--- config.mk ---
export PLATFORM = sky130hd
export DESIGN_NAME = cpu_stack
export DESIGN_NICKNAME = d
export VERILOG_FILES = /design/src/rtl/cpu_stack.sv
export SDC_FILE = /design/constraint.sdc
export NUM_CORES = 1
export LEC_CHECK = 0
export CAP_MARGIN = 20
export CORE_UTILIZATION = 61
export DETAILED_ROUTE_END_ITERATION = 10
export GPL_TIMING_DRIVEN = 0
export HOLD_SLACK_MARGIN = 0.15
export MAX_ROUTING_LAYER = met4
export PLACE_DENSITY = 0.92
export RECOVER_POWER = 25
export SETUP_SLACK_MARGIN = 0.15
export SLEW_MARGIN = 25
export SYNTH_ARGS = -nofsm -noshare
export SYNTH_HDL_FRONTEND = slang
export SYNTH_SLANG_ARGS = --single-unit
--- constraint.sdc ---
create_clock -name clk -period 4.86 [get_ports clk]
set_clock_uncertainty 0.15 [all_clocks]
set_input_delay 0.729 -clock clk [delete_from_list [all_inputs] [get_ports clk]]
set_output_delay 0.729 -clock clk [all_outputs]
set_load 0.02 [all_outputs]
--- src/rtl/cpu_stack.sv ---
// rtl/cpu_stack.sv - parametrised accumulator CPU with CALL/RET stack, fetch stall and HALT.
// Optional JZ instruction on opcode 1010 enabled by macro CPU_STACK_JZ_EN.
module cpu_stack #(
  parameter int DATA_W      = 4,
  parameter int ADDR_W      = 4,
  parameter int STACK_DEPTH = 4,
  localparam int IMM_W      = (DATA_W > ADDR_W) ? DATA_W : ADDR_W,
  localparam int INSN_W     = 4 + IMM_W,
  localparam int SP_W       = $clog2(STACK_DEPTH + 1)
) (
  input  logic              clk,
  input  logic              n_reset,
  output logic [ADDR_W-1:0] addr,
  input  logic [INSN_W-1:0] data,
  input  logic              data_valid,
  input  logic [DATA_W-1:0] switch,
  output logic [DATA_W-1:0] led,
  output logic              halted,
  output logic              stack_err
);

  localparam logic [SP_W-1:0] SP_FULL = SP_W'(STACK_DEPTH);

  logic [DATA_W-1:0] a_q, a_d, b_q, b_d, out_q, out_d;
  logic              cf_q, cf_d, zf_q, zf_d;
  logic [ADDR_W-1:0] ip_q, ip_d;
  logic [SP_W-1:0]   sp_q, sp_d;
  logic              halted_q, halted_d, err_q, err_d;
  logic [ADDR_W-1:0] stack_q [STACK_DEPTH];
  logic [ADDR_W-1:0] stack_d [STACK_DEPTH];

  logic [3:0]        opcode;
  logic [DATA_W-1:0] imm_data;
  logic [ADDR_W-1:0] imm_addr;
  logic [ADDR_W-1:0] ip_next;
  logic [ADDR_W-1:0] stack_top;
  logic [DATA_W:0]   sum;

  assign opcode   = data[INSN_W-1 -: 4];
  assign imm_data = data[DATA_W-1:0];
  assign imm_addr = data[ADDR_W-1:0];
  assign ip_next  = ip_q + ADDR_W'(1);

`ifndef CPU_STACK_JZ_EN
  logic unused_zf;
  assign unused_zf = zf_q;
`endif

  always_comb begin
    a_d      = a_q;
    b_d      = b_q;
    out_d    = out_q;
    cf_d     = cf_q;
    zf_d     = zf_q;
    ip_d     = ip_q;
    sp_d     = sp_q;
    halted_d = halted_q;
    err_d    = err_q;
    sum      = '0;
    stack_d  = stack_q;

    stack_top = '0;
    for (int i = 0; i < STACK_DEPTH; i++) begin
      if (sp_q == SP_W'(i + 1)) stack_top = stack_q[i];
    end

    if (data_valid && !halted_q) begin
      ip_d = ip_next;
      cf_d = 1'b0;
      zf_d = 1'b0;
      case (opcode)
        4'b0000: begin
          sum        = {1'b0, a_q} + {1'b0, imm_data};
          {cf_d, a_d} = sum;
          zf_d       = (sum[DATA_W-1:0] == '0);
        end
        4'b0101: begin
          sum        = {1'b0, b_q} + {1'b0, imm_data};
          {cf_d, b_d} = sum;
          zf_d       = (sum[DATA_W-1:0] == '0);
        end
        4'b0011: a_d = imm_data;
        4'b0111: b_d = imm_data;
        4'b0001: a_d = b_q;
        4'b0100: b_d = a_q;
        4'b0010: a_d = switch;
        4'b0110: b_d = switch;
        4'b1001: out_d = b_q;
        4'b1011: out_d = imm_data;
        4'b1111: ip_d = imm_addr;
        4'b1110: if (!cf_q) ip_d = imm_addr;
`ifdef CPU_STACK_JZ_EN
        4'b1010: if (zf_q) ip_d = imm_addr;
`endif
        4'b1100: begin
          if (sp_q != SP_FULL) begin
            for (int i = 0; i < STACK_DEPTH; i++) begin
              if (sp_q == SP_W'(i)) stack_d[i] = ip_next;
            end
            sp_d = sp_q + SP_W'(1);
            ip_d = imm_addr;
          end else begin
            err_d    = 1'b1;
            halted_d = 1'b1;
            ip_d     = ip_q;
          end
        end
        4'b1101: begin
          if (sp_q != '0) begin
            sp_d = sp_q - SP_W'(1);
            ip_d = stack_top;
          end else begin
            err_d    = 1'b1;
            halted_d = 1'b1;
            ip_d     = ip_q;
          end
        end
        // HALT leaves addr pointing at itself
        4'b1000: begin
          halted_d = 1'b1;
          ip_d     = ip_q;
        end
        default: ;
      endcase
    end
  end

  always_ff @(posedge clk or negedge n_reset) begin
    if (!n_reset) begin
      a_q      <= '0;
      b_q      <= '0;
      out_q    <= '0;
      cf_q     <= 1'b0;
      zf_q     <= 1'b0;
      ip_q     <= '0;
      sp_q     <= '0;
      halted_q <= 1'b0;
      err_q    <= 1'b0;
    end else begin
      a_q      <= a_d;
      b_q      <= b_d;
      out_q    <= out_d;
      cf_q     <= cf_d;
      zf_q     <= zf_d;
      ip_q     <= ip_d;
      sp_q     <= sp_d;
      halted_q <= halted_d;
      err_q    <= err_d;
    end
  end

  // Return addresses need no reset: sp alone defines which entries are live.
  always_ff @(posedge clk) begin
    stack_q <= stack_d;
  end

  assign addr      = ip_q;
  assign led       = out_q;
  assign halted    = halted_q;
  assign stack_err = err_q;

endmodule

### Yosys cells after proc, flatten, opt, wreduce, memory -nomap -nowiden

Cells that the tools add are included.

* word-level logic and storage cells: 81
* register bits: 38
* input bits: 15
* output and inout port bits: 10

* multiplexer cells: 19
* bitwise operators: 1
* add/sub/neg operators: 5
* reductions and logical operators: 21
* eq/ne operators: 23

Operators by type and width (count)
* 4-bit one-hot mux with 4 select lines: 2
* 4-bit AND reduction: 8
* 4-bit equality test (second input constant): 7
* 4-bit 2-to-1 mux: 7
* 4-bit one-hot mux with 5 select lines: 1
* 4-bit by 3-bit equality test with 1-bit output (second input constant): 4
* 4-bit by 4-bit adder with 5-bit output: 2
* 4-bit by 2-bit equality test with 1-bit output (second input constant): 2
* 2-bit != test (second input constant): 4
* 4-bit one-hot mux with 2 select lines: 1
* 4-bit nonzero test: 2
* 3-bit by 2-bit equality test with 1-bit output (second input constant): 2
* 3-bit 2-to-1 mux: 2
* 3-bit one-hot mux with 2 select lines: 1
* 2-bit AND reduction: 3
* 3-bit nonzero test: 2
* 4-bit by 1-bit adder with 4-bit output (second input constant): 1
* 4-bit by 1-bit equality test with 1-bit output (second input constant): 1
* 4-bit zero test: 1
* 1-bit one-hot mux with 2 select lines: 2
* 2-bit nonzero test: 2
* 3-bit by 1-bit adder with 3-bit output (second input constant): 1
* 3-bit by 1-bit equality test with 1-bit output (second input constant): 1
* 3-bit equality test (second input constant): 1
* 8 further kinds: 9

### Depth between registers and ports, before layout

Gate-level depths: netlist (run 1).

* depth in word-level cells: 7
* depth in mapped cells: 9
* gate-level depth less buffers: 7

### Worst setup path after synthesis (run 1)

No wires, ideal clock.

* path kind: input to register
* from: in data[4]
* to: reg stack_q[4] (netlist name), enable pin
* buffers on the path: 1
* setup time: 0.367 ns
* slack: 2.434 ns
* data required time: 4.343 ns
* cell stages on the path: 4
* arrival: 1.909 ns
* cell sequence: buf_6 or2_4 or3_1 nor3b_1

* cells in the longest elaborated chain, start to end: 2

Ends and longest elaborated chain
* from (decl): line 14 `input logic [INSN_W-1:0] data,`
* 4-bit equality test: line 71 `case (opcode)`
* 4-bit AND reduction (no line)
* to (signal assigned): line 154 `stack_q <= stack_d;`
* to (decl): line 29 `logic [ADDR_W-1:0] stack_q [STACK_DEPTH];`

No other way between the ends.
A chain may end at the register's enable or synchronous reset.

### Worst setup path in the final report (run 1)

* from: in data[5]
* to: reg stack_q[7] (netlist name), enable pin

Same word-level chain as after synthesis.

==> impl_metrics.toml, run 1 <==
[cells_and_area]
diodes = 0
layout-drive-gt1-share = 0.126
post-route-util = 0.751
synthToLayoutAreaGrowth_pct = 15.6
final_area_mm2 = 0.00281
layout_common_cells = "nand2_1 (25), clkdlybuf4s50_1 (23), dfrtp_1 (22)"
fin_cells = 309
final_nets = 292
final_common_cell = "nand2_1"

[outcome]
outcome = "finished, final reports clean"

[pwr]
switchingPower_uw = 544
seqPwrFrac = 0.378
leakage_nw = 1.16
power_per_cell_area_mw_per_mm2 = 499
ir_worst_vdd_mv = 0.386
clockPowerShare = 0.150
combPwrFrac = 0.472
p_int_uw = 859
swShare = 0.387
power_mw = 1.40

[clocking]
post_cts_buffers = 0
cts_made_buffers = 5
insertion_delay_ps = 290
cts_tree = "done"
numClockSinks = 38
clockRootBuffer = "clkbuf_8"
clk_path_buf_depth = 2
ctsResizeCount = 0
cts-htree-levels = 2
hold_buffers = 0
path_clk_slew_ps = 70

[synthesis]
synth_adder_area_share = 0.0936
synth_area_per_cell_um2 = 10.6
synth_compound_area_frac = 0.176
yosysUniqueCellTypes = 51
synth-edff-count = 16
syn_nets = 261
synth_flop_cell = "dfrtp_1"
ys_ff_latch = 38
synth_area_mm2 = 0.00243
yosys-top-cells-area = "dfrtp_1 (23%), edfxtp_1 (20%), ha_1 (7.7%)"
synth_mux_area_frac = 0.0874
synth_top_area_frac = 0.226
synth_xor_area_frac = 0.0288
synth_simple_gate_area_frac = 0.143
synth_cells = 229
synth_top_family_by_area = "compound AO/OA/AOI/OAI gates"
synth_largest_area_cell = "dfrtp_1"
ys.warnings.count = 0
seq_area_frac_synth = 0.424
async_flop_share = 0.579

[global_route]
grt_usage = 0.284
overflow = 0
grt_pass1_wl_um = 8740
grt_start_max_net_pins = 23
antenna_found_initial = 0
grt_pass1_vias = 1833

[routing]
drtAntennaViolNets = 0
wl_per_cell_um = 17.1
routed_wl_um = 5290
vias = 1907
drt_pass1_iterations = 5
route.detailed.drc = 0
initialDrtViolationCount = 146
drt-vias-per-instance = 6.17

[critical_path]
path_cells = "clkdlybuf4s50_1 -> or2_4 -> or3_1 -> nor3b_1"
cp-start-kind = "primary input"
worstPathMaxFanout = 8
cp_slowest_cell = "nor3b_1"
critPathKind = "in -> reg"
cp_num_buf_inv = 1
crit_arrival_ps = 2690
max_stage_delay_ps = 610
rrSetupSlack_ps = 2570
critPathCaptureType = "flip-flop"
worstPathRequired_ps = 4640
cp_top_family = "simple AND/OR/NAND/NOR gates"

[floorplanning]
fp.dieArea_mm2 = 0.00425
core-area_mm2 = 0.00374
start_util = 0.650
fp.dieW_um = 65.2
io_pins = 25
die_h_um = 65.2
row_count = 22

[run]
max_cap_viol_count = 0

[placement]
dp_cells = 301
gp_congestion = 0.930
placed_area_mm2 = 0.00273
dp_hpwl_um = 3890
port_buffers = 24
place_ws_ps = 1680

[sta]
fmax_ghz = 0.344
finalMaxSlewViolations = 0
tns_ps = 0
final_period_minus_worst_setup_slack_ps = 2910
hold_viol = 0
rsz0062_at_grt = "no"
fin_ws_ps = 1950
fin_crit_sh = 0.599
worst_pin_slew_ps = 1200
setup_viol = 0
relSlewSlack = 0.203
whs_ps = 338

[hold_path]
hp-class = "reg -> reg"
## layer usage
metal | part of all wire | track usage
met2 | 0.46 | 0.437
met3 | 0.062 | 0.0590
met1 | 0.46 | 0.378
met4 | 0.019 | 0.0924
met5 | 0 | -
## synthesized netlist by cell type, drive strengths merged (2+ instances only)
library cell	count
mux2i	10
dfrtp	22
ha	15
fa	2
nor3b	4
o221ai	3
o21ai	17
mux2	6
edfxtp	16
o21a	2
xnor2	4
a31o	2
nand2b	3
xor2	4
a22oi	5
o22ai	2
nand2	25
nand3	3
a21o	3
inv	6
mux4	2
nor2b	4
a31oi	7
a21oi	11
buf	11
nor2	16
nor3	4
a22o	2
## sequential cells by signal, indices dropped and copies added (netlist names)
register and count:
stack_q 16, a_q 4, addr 4, b_q 4, led 4, sp_q 3, cf_q 1, halted 1
stack_err 1
## path summary, 6_finish.rpt
check | end | depth (start not counted) | from
setup / recovery | stack_q[7] | 4 | data[5]
hold / removal | halted | 1 | halted
setup reg to reg | addr[2] | 9 | sp_q[2]
hold reg to reg | halted | 1 | halted
max in group asynchronous | addr[2] | 1 | n_reset
min in group asynchronous | a_q[1] | 1 | n_reset
## cell families (layout without fill, tap and decap cells)
kind of cell             Yosys count  in the layout
buffers and inverters             17             49
flip-flops                        38             38
AND/OR/NAND/NOR                   67             67
AO/OA/AOI/OAI                     64             64
multiplexers                      18             18
adder cells (fa/ha/maj)           17             17
XOR/XNOR                           8              8
## final cells by class
type,instances,area (um^2)
plain buffers,11,91.3
clock buffers,5,68.8
clock inverters,3,16.3
fillers,266,931
inverters,6,22.5
multi-input cells,174,1290
flip-flops and latches,38,1030
well taps,48,60.1
repair buffers,24,234
## power by group through the flow
stage / clock [mW] / combinational [mW] / sequential [mW]
after floorplan: 0 / 0.412 / 0.565
after global placement: 0 / 0.629 / 0.532
after detailed placement: 0 / 0.650 / 0.536
after CTS: 0.215 / 0.658 / 0.530
after global routing: 0.229 / 0.727 / 0.542
final: 0.211 / 0.662 / 0.530
Power figures use the tool's default switching activity.
==> run 2, diff against run 1 <==
- CORE_UTILIZATION: 61 -> 57
- PLACE_DENSITY: 0.92 -> 0.87
- clock period: 4.86 -> 2.91 ns (I/O delays scaled with it)
==> run 2 against run 1 <==
Against the previous run:
- register-to-register slack worse by 2000 ps
- critical endpoint is now b_q[1]
- sequential power is 68% higher
- via count is 2.1% higher
- critical path type unchanged
- non-clock buffer count is 1 higher
- power is 76% higher
- global-route usage is 0.32 points lower
- wire length is 6.8% higher
- die area is 6.8% higher
- core utilization is 4.6 points lower
- highest routed layer unchanged
- first-iteration DRC count is 27% higher
==> impl_metrics.toml, run 2 (same netlist as run 1, synthesis figures left out) <==
[outcome]
outcome = "finished, final reports clean"

[cells_and_area]
final_nets = 293
largest_register_ffs = 16
regMostFlops = "stack_q"
diodes = 0
layout-drive-gt1-share = 0.137
synthToLayoutAreaGrowth_pct = 17.7
final_common_cell = "nand2_1"
layout_common_cells = "nand2_1 (25), clkdlybuf4s50_1 (23), dfrtp_1 (22)"

[clocking]
clk_path_buf_depth = 2
clockRootBuffer = "clkbuf_8"
cts_tree = "done"
path_clk_slew_ps = 90
numClockSinks = 38
cts_made_buffers = 5
insertion_delay_ps = 300
cts-htree-levels = 2

[floorplanning]
core-area_mm2 = 0.00406
fp.dieW_um = 67.3
row_count = 23
io_pins = 25
die_h_um = 67.3
fp.dieArea_mm2 = 0.00453
start_util = 0.600

[sta]
fmax_ghz = 0.417
fin_crit_sh = 0.824
setup_viol = 0
final_period_minus_worst_setup_slack_ps = 2400
whs_ps = 324
finalMaxSlewViolations = 0
relSlewSlack = 0.178
tns_ps = 0
worst_pin_slew_ps = 1230
hold_viol = 0
rsz0062_at_grt = "no"

[routing]
route.detailed.drc = 0
wl_per_cell_um = 18.1
routed_wl_um = 5650
vias = 1948
drt-vias-per-instance = 6.24
drt_pass1_iterations = 5
drtAntennaViolNets = 0
initialDrtViolationCount = 186

[pwr]
combPwrFrac = 0.450
power_per_cell_area_mw_per_mm2 = 862
clockPowerShare = 0.190
swShare = 0.381
switchingPower_uw = 942
seqPwrFrac = 0.360
leakage_nw = 1.17
p_int_mw = 1.53
ir_worst_vdd_mv = 0.515

[global_route]
overflow = 0
use_met1 = 0.380
grt_usage = 0.281
grt_start_max_net_pins = 23
grt_pass1_wl_um = 8920
busiest_layer = "met2"
grt_pass1_vias = 1826
use_met3 = 0.0659
met2_usage = 0.425
antenna_found_initial = 0

[critical_path]
crit_arrival_ps = 2440
worstPathRequired_ps = 2960
cp_slowest_cell = "clkdlybuf4s50_1"
critPathKind = "in -> reg"
cp-start-kind = "primary input"
max_stage_delay_ps = 620
critPathCaptureType = "flip-flop"
worstPathMaxFanout = 6
cp_num_buf_inv = 1
path_cells = "clkdlybuf4s50_1 -> ha_1 -> fa_1 -> mux4_2 -> mux2_2"
cp_top_family = "multiplexers"

[hold_path]
hp-class = "reg -> reg"

[placement]
gp_congestion = 0.881
dp_hpwl_um = 4000
port_buffers = 24

[run]
max_cap_viol_count = 0
run 2: path summary, 6_finish.rpt:
path / depth (start not counted) / startpoint / slack [ps] / end
hold reg to reg: 1 / stack_err / 320 / stack_err
setup reg to reg: 9 / sp_q[2] / 580 / addr[2]
hold / removal: 1 / stack_err / 320 / stack_err
setup / recovery: 5 / data[0] / 510 / b_q[1]
min in group asynchronous: 2 / n_reset / 770 / b_q[1]
max in group asynchronous: 2 / n_reset / 1110 / addr[2]
run 2: final cells by class:
class | count | area, um^2
inverters | 6 | 22.5
fillers | 298 | 1190
flip-flops and latches | 38 | 1030
repair buffers | 25 | 244
well taps | 50 | 62.6
multi-input cells | 174 | 1300
clock buffers | 5 | 68.8
plain buffers | 11 | 91.3
clock inverters | 3 | 45.0
run 2: repair_timing:
action                                  in CTS  in global routing
resized for setup                            0                  2
endpoints found under the setup margin       0                  8
hold buffers                                 0                  1
buffers inserted                             0                  0
hold endpoints to repair                     0                 22
run 2: metrics by stage:
step | power (mW) | util | instances | setup WS, ps | cell area, um^2
after floorplan | 1.63 | - | 229 | 777 | 2430
after global placement | 1.94 | 0.674 | 303 | 76.4 | 2740
after detailed placement | 1.99 | 0.674 | 303 | 0.282 | 2740
after CTS | 2.47 | 0.702 | 311 | 301 | 2850
after global routing | 2.61 | 0.706 | 312 | 379 | 2860
final | 2.47 | 0.706 | 312 | 513 | 2860
run 2: power by group through the flow:
| stage | logic, mW | clock network (mW) | registers (mW) |
|---|---|---|---|
| after floorplan | 0.688 | 0 | 0.943 |
| final | 1.11 | 0.469 | 0.889 |
| after detailed placement | 1.09 | 0 | 0.896 |
| after CTS | 1.11 | 0.473 | 0.887 |
| after global placement | 1.05 | 0 | 0.890 |
| after global routing | 1.21 | 0.489 | 0.910 |
run 2: metal layers:
metal	vias up	wire, um
li1	920	-
met1	944	2570
met2	76	2570
met3	8	442
met4	0	62
met5	-	0
run 2: worst register-to-register path: cells and delay by family, from the launching register on:
kind | cells | cell delay (ps)
AOI/OAI and AO/OA | 4 | 730
DFF | 1 | 470
buffers and inverters | 3 | 390
and+or+nand+nor | 1 | 340
adders and majority gates | 1 | 200
==> run 3, diff against run 2 <==
- CORE_UTILIZATION: 57 -> 51
- PLACE_DENSITY: 0.87 -> 0.83
- clock period: 2.91 -> 1.9 ns (I/O delays scaled with it)
==> run 3 against run 2 <==
Against the previous run:
- the flow now finishes with violations (setup timing)
- die area rose by 11%
- count of clock-buffer cells in the layout did not move
- register-to-register slack got worse by 740 ps
- flip-flop and latch count did not move
- worst hold slack got worse by 45 ps
- global-route usage fell by 1.6 points
- final cell count rose by 5.8%
- largest cell class unchanged
- largest power group unchanged
==> impl_metrics.toml, run 3 (same netlist as run 1, synthesis figures left out) <==
[clocking]
cts-htree-levels = 2
insertion_delay_ps = 300
numClockSinks = 38
clockRootBuffer = "clkbuf_8"
clk_path_buf_depth = 2
cts_made_buffers = 5
cts_tree = "done"
path_clk_slew_ps = 80

[routing]
drt-vias-per-instance = 6.18
initialDrtViolationCount = 191
drt_pass1_iterations = 7
drtAntennaViolNets = 0
wl_per_cell_um = 18.8
vias = 2039
route.detailed.drc = 0
routed_wl_um = 6210

[global_route]
antenna_found_initial = 0
grt_start_max_net_pins = 23
grt_pass1_vias = 1970
grt_pass1_wl_um = 9800
overflow = 0
grt_usage = 0.265

[sta]
relSlewSlack = 0.422
whs_ps = 278
fin_ws_ps = -164
worst_pin_slew_ps = 860
fin_crit_sh = 1.09
setup_viol = 9
finalMaxSlewViolations = 0
fmax_ghz = 0.485
hold_viol = 0
final_period_minus_worst_setup_slack_ps = 2060
rsz0062_at_grt = "yes"

[critical_path]
max_stage_delay_ps = 420
crit_arrival_ps = 2150
worstPathRequired_ps = 1990
worstPathMaxFanout = 5
cp-start-kind = "flip-flop"
critPathCaptureType = "flip-flop"
cp_slowest_cell = "dfrtp_1"
path_cells = "ha_2 -> ha_4 -> buf_6 -> nor4b_4 -> a221oi_2 -> o221a_1 -> a31oi_1 -> o22a_1"
critPathKind = "reg -> reg"

[cells_and_area]
synthToLayoutAreaGrowth_pct = 29.4
ff_latch_area_mm2 = 0.00104
layout-drive-gt1-share = 0.291
diodes = 0
n_fill_cell = 309
final_common_cell = "nand2_1"
final_nets = 309
multiInputGateArea_mm2 = 0.00143
largest_register_ffs = 16
layout_common_cells = "nand2_1 (22), buf_4 (18), dfrtp_1 (18)"
regMostFlops = "stack_q"

[placement]
place_ws_ps = -717
gp_congestion = 0.910
dp_hpwl_um = 4010
port_buffers = 24

[floorplanning]
start_util = 0.544
core-area_mm2 = 0.00447
row_count = 24
io_pins = 25
fp.dieArea_mm2 = 0.00505
die_h_um = 71.1
fp.dieW_um = 71.1

[pwr]
power_per_cell_area_mw_per_mm2 = 1340
ir_worst_vdd_mv = 0.728
leakage_nw = 1.34

[hold_path]
hp-class = "in -> reg"

[outcome]
violations = "setup timing"
outcome = "finished with violations"

[run]
max_cap_viol_count = 0
## run 3: cell types whose count changed in the layout (fill, tap and decap cells not counted), sizes merged, moves of 2 or more
| cell | delta |
|---|---|
| buf | +16 |
| dlygate4sd2 | +6 |
| dlymetal6s2s | +2 |
| clkdlybuf4s15 | +3 |
| clkinvlp | -2 |
| clkdlybuf4s50 | -12 |
## run 3: power by group
group | switching, mW | total, mW | internal [mW]
combinational | 1.06 | 2.05 | 0.993
sequential | 0.203 | 1.36 | 1.16
clock | 0.301 | 0.821 | 0.520
## run 3: area by class of cell
class | count | share of cell area
Timing Repair Buffer | 41 | 0.115
Sequential cell | 38 | 0.329
Clock inverter | 3 | 0.0203
Multi-Input combinational cell | 174 | 0.453
Tap cell | 52 | 0.0207
Inverter | 6 | 0.00795
Clock buffer | 5 | 0.0219
Buffer | 11 | 0.0322
## run 3: worst paths after layout
path / from / endpoint / slack [ps] / cells after the start
max: sp_q[0] / addr[2] / -160 / 8
min: data_valid / halted / 280 / 2
max reg2reg: sp_q[0] / addr[2] / -160 / 8
min reg2reg: stack_err / stack_err / 330 / 1
max in group asynchronous: n_reset / sp_q[2] / 810 / 2
min in group asynchronous: n_reset / b_q[1] / 360 / 2
## run 3: layer usage
metal  share of wire  global-route usage  wire [um]
met5               0                   -          0
met4           0.018              0.0800        110
met3           0.063              0.0427        394
met2            0.46               0.406       2840
met1            0.46               0.366       2860
## run 3: worst max-delay path: cells and delay by family, from the launching register on
| kind | cells | cell delay (ps) |
|---|---|---|
| AO/OA/AOI/OAI | 4 | 670 |
| flip-flops | 1 | 420 |
| adder cells (fa/ha/maj) | 2 | 360 |
| AND/OR/NAND/NOR | 1 | 280 |
| buffers and inverters | 1 | 120 |
## run 3: repair_timing
item                                    in CTS  in global routing
gates cloned                                 0                  0
hold endpoints to repair                     0                 22
gates resized for setup                     24                 17
pin swaps                                    4                  7
setup buffers                               11                  5
hold buffers                                 0                  1
endpoints found under the setup margin      39                 37
## run 3: metrics by stage
stage / TNS, ps / instance area, um^2 / instances / utilization / total power, mW
2_1_floorplan: -73.1 / 2500 / 229 / - / 2.57
3_3_place_gp: -14040 / 2810 / 305 / 0.628 / 3.06
3_5_place_dp: -14760 / 2810 / 305 / 0.628 / 3.12
4_1_cts: -671 / 3050 / 324 / 0.681 / 4.06
5_1_grt: -1400 / 3150 / 330 / 0.704 / 4.46
6_report: -863 / 3150 / 330 / 0.704 / 4.23
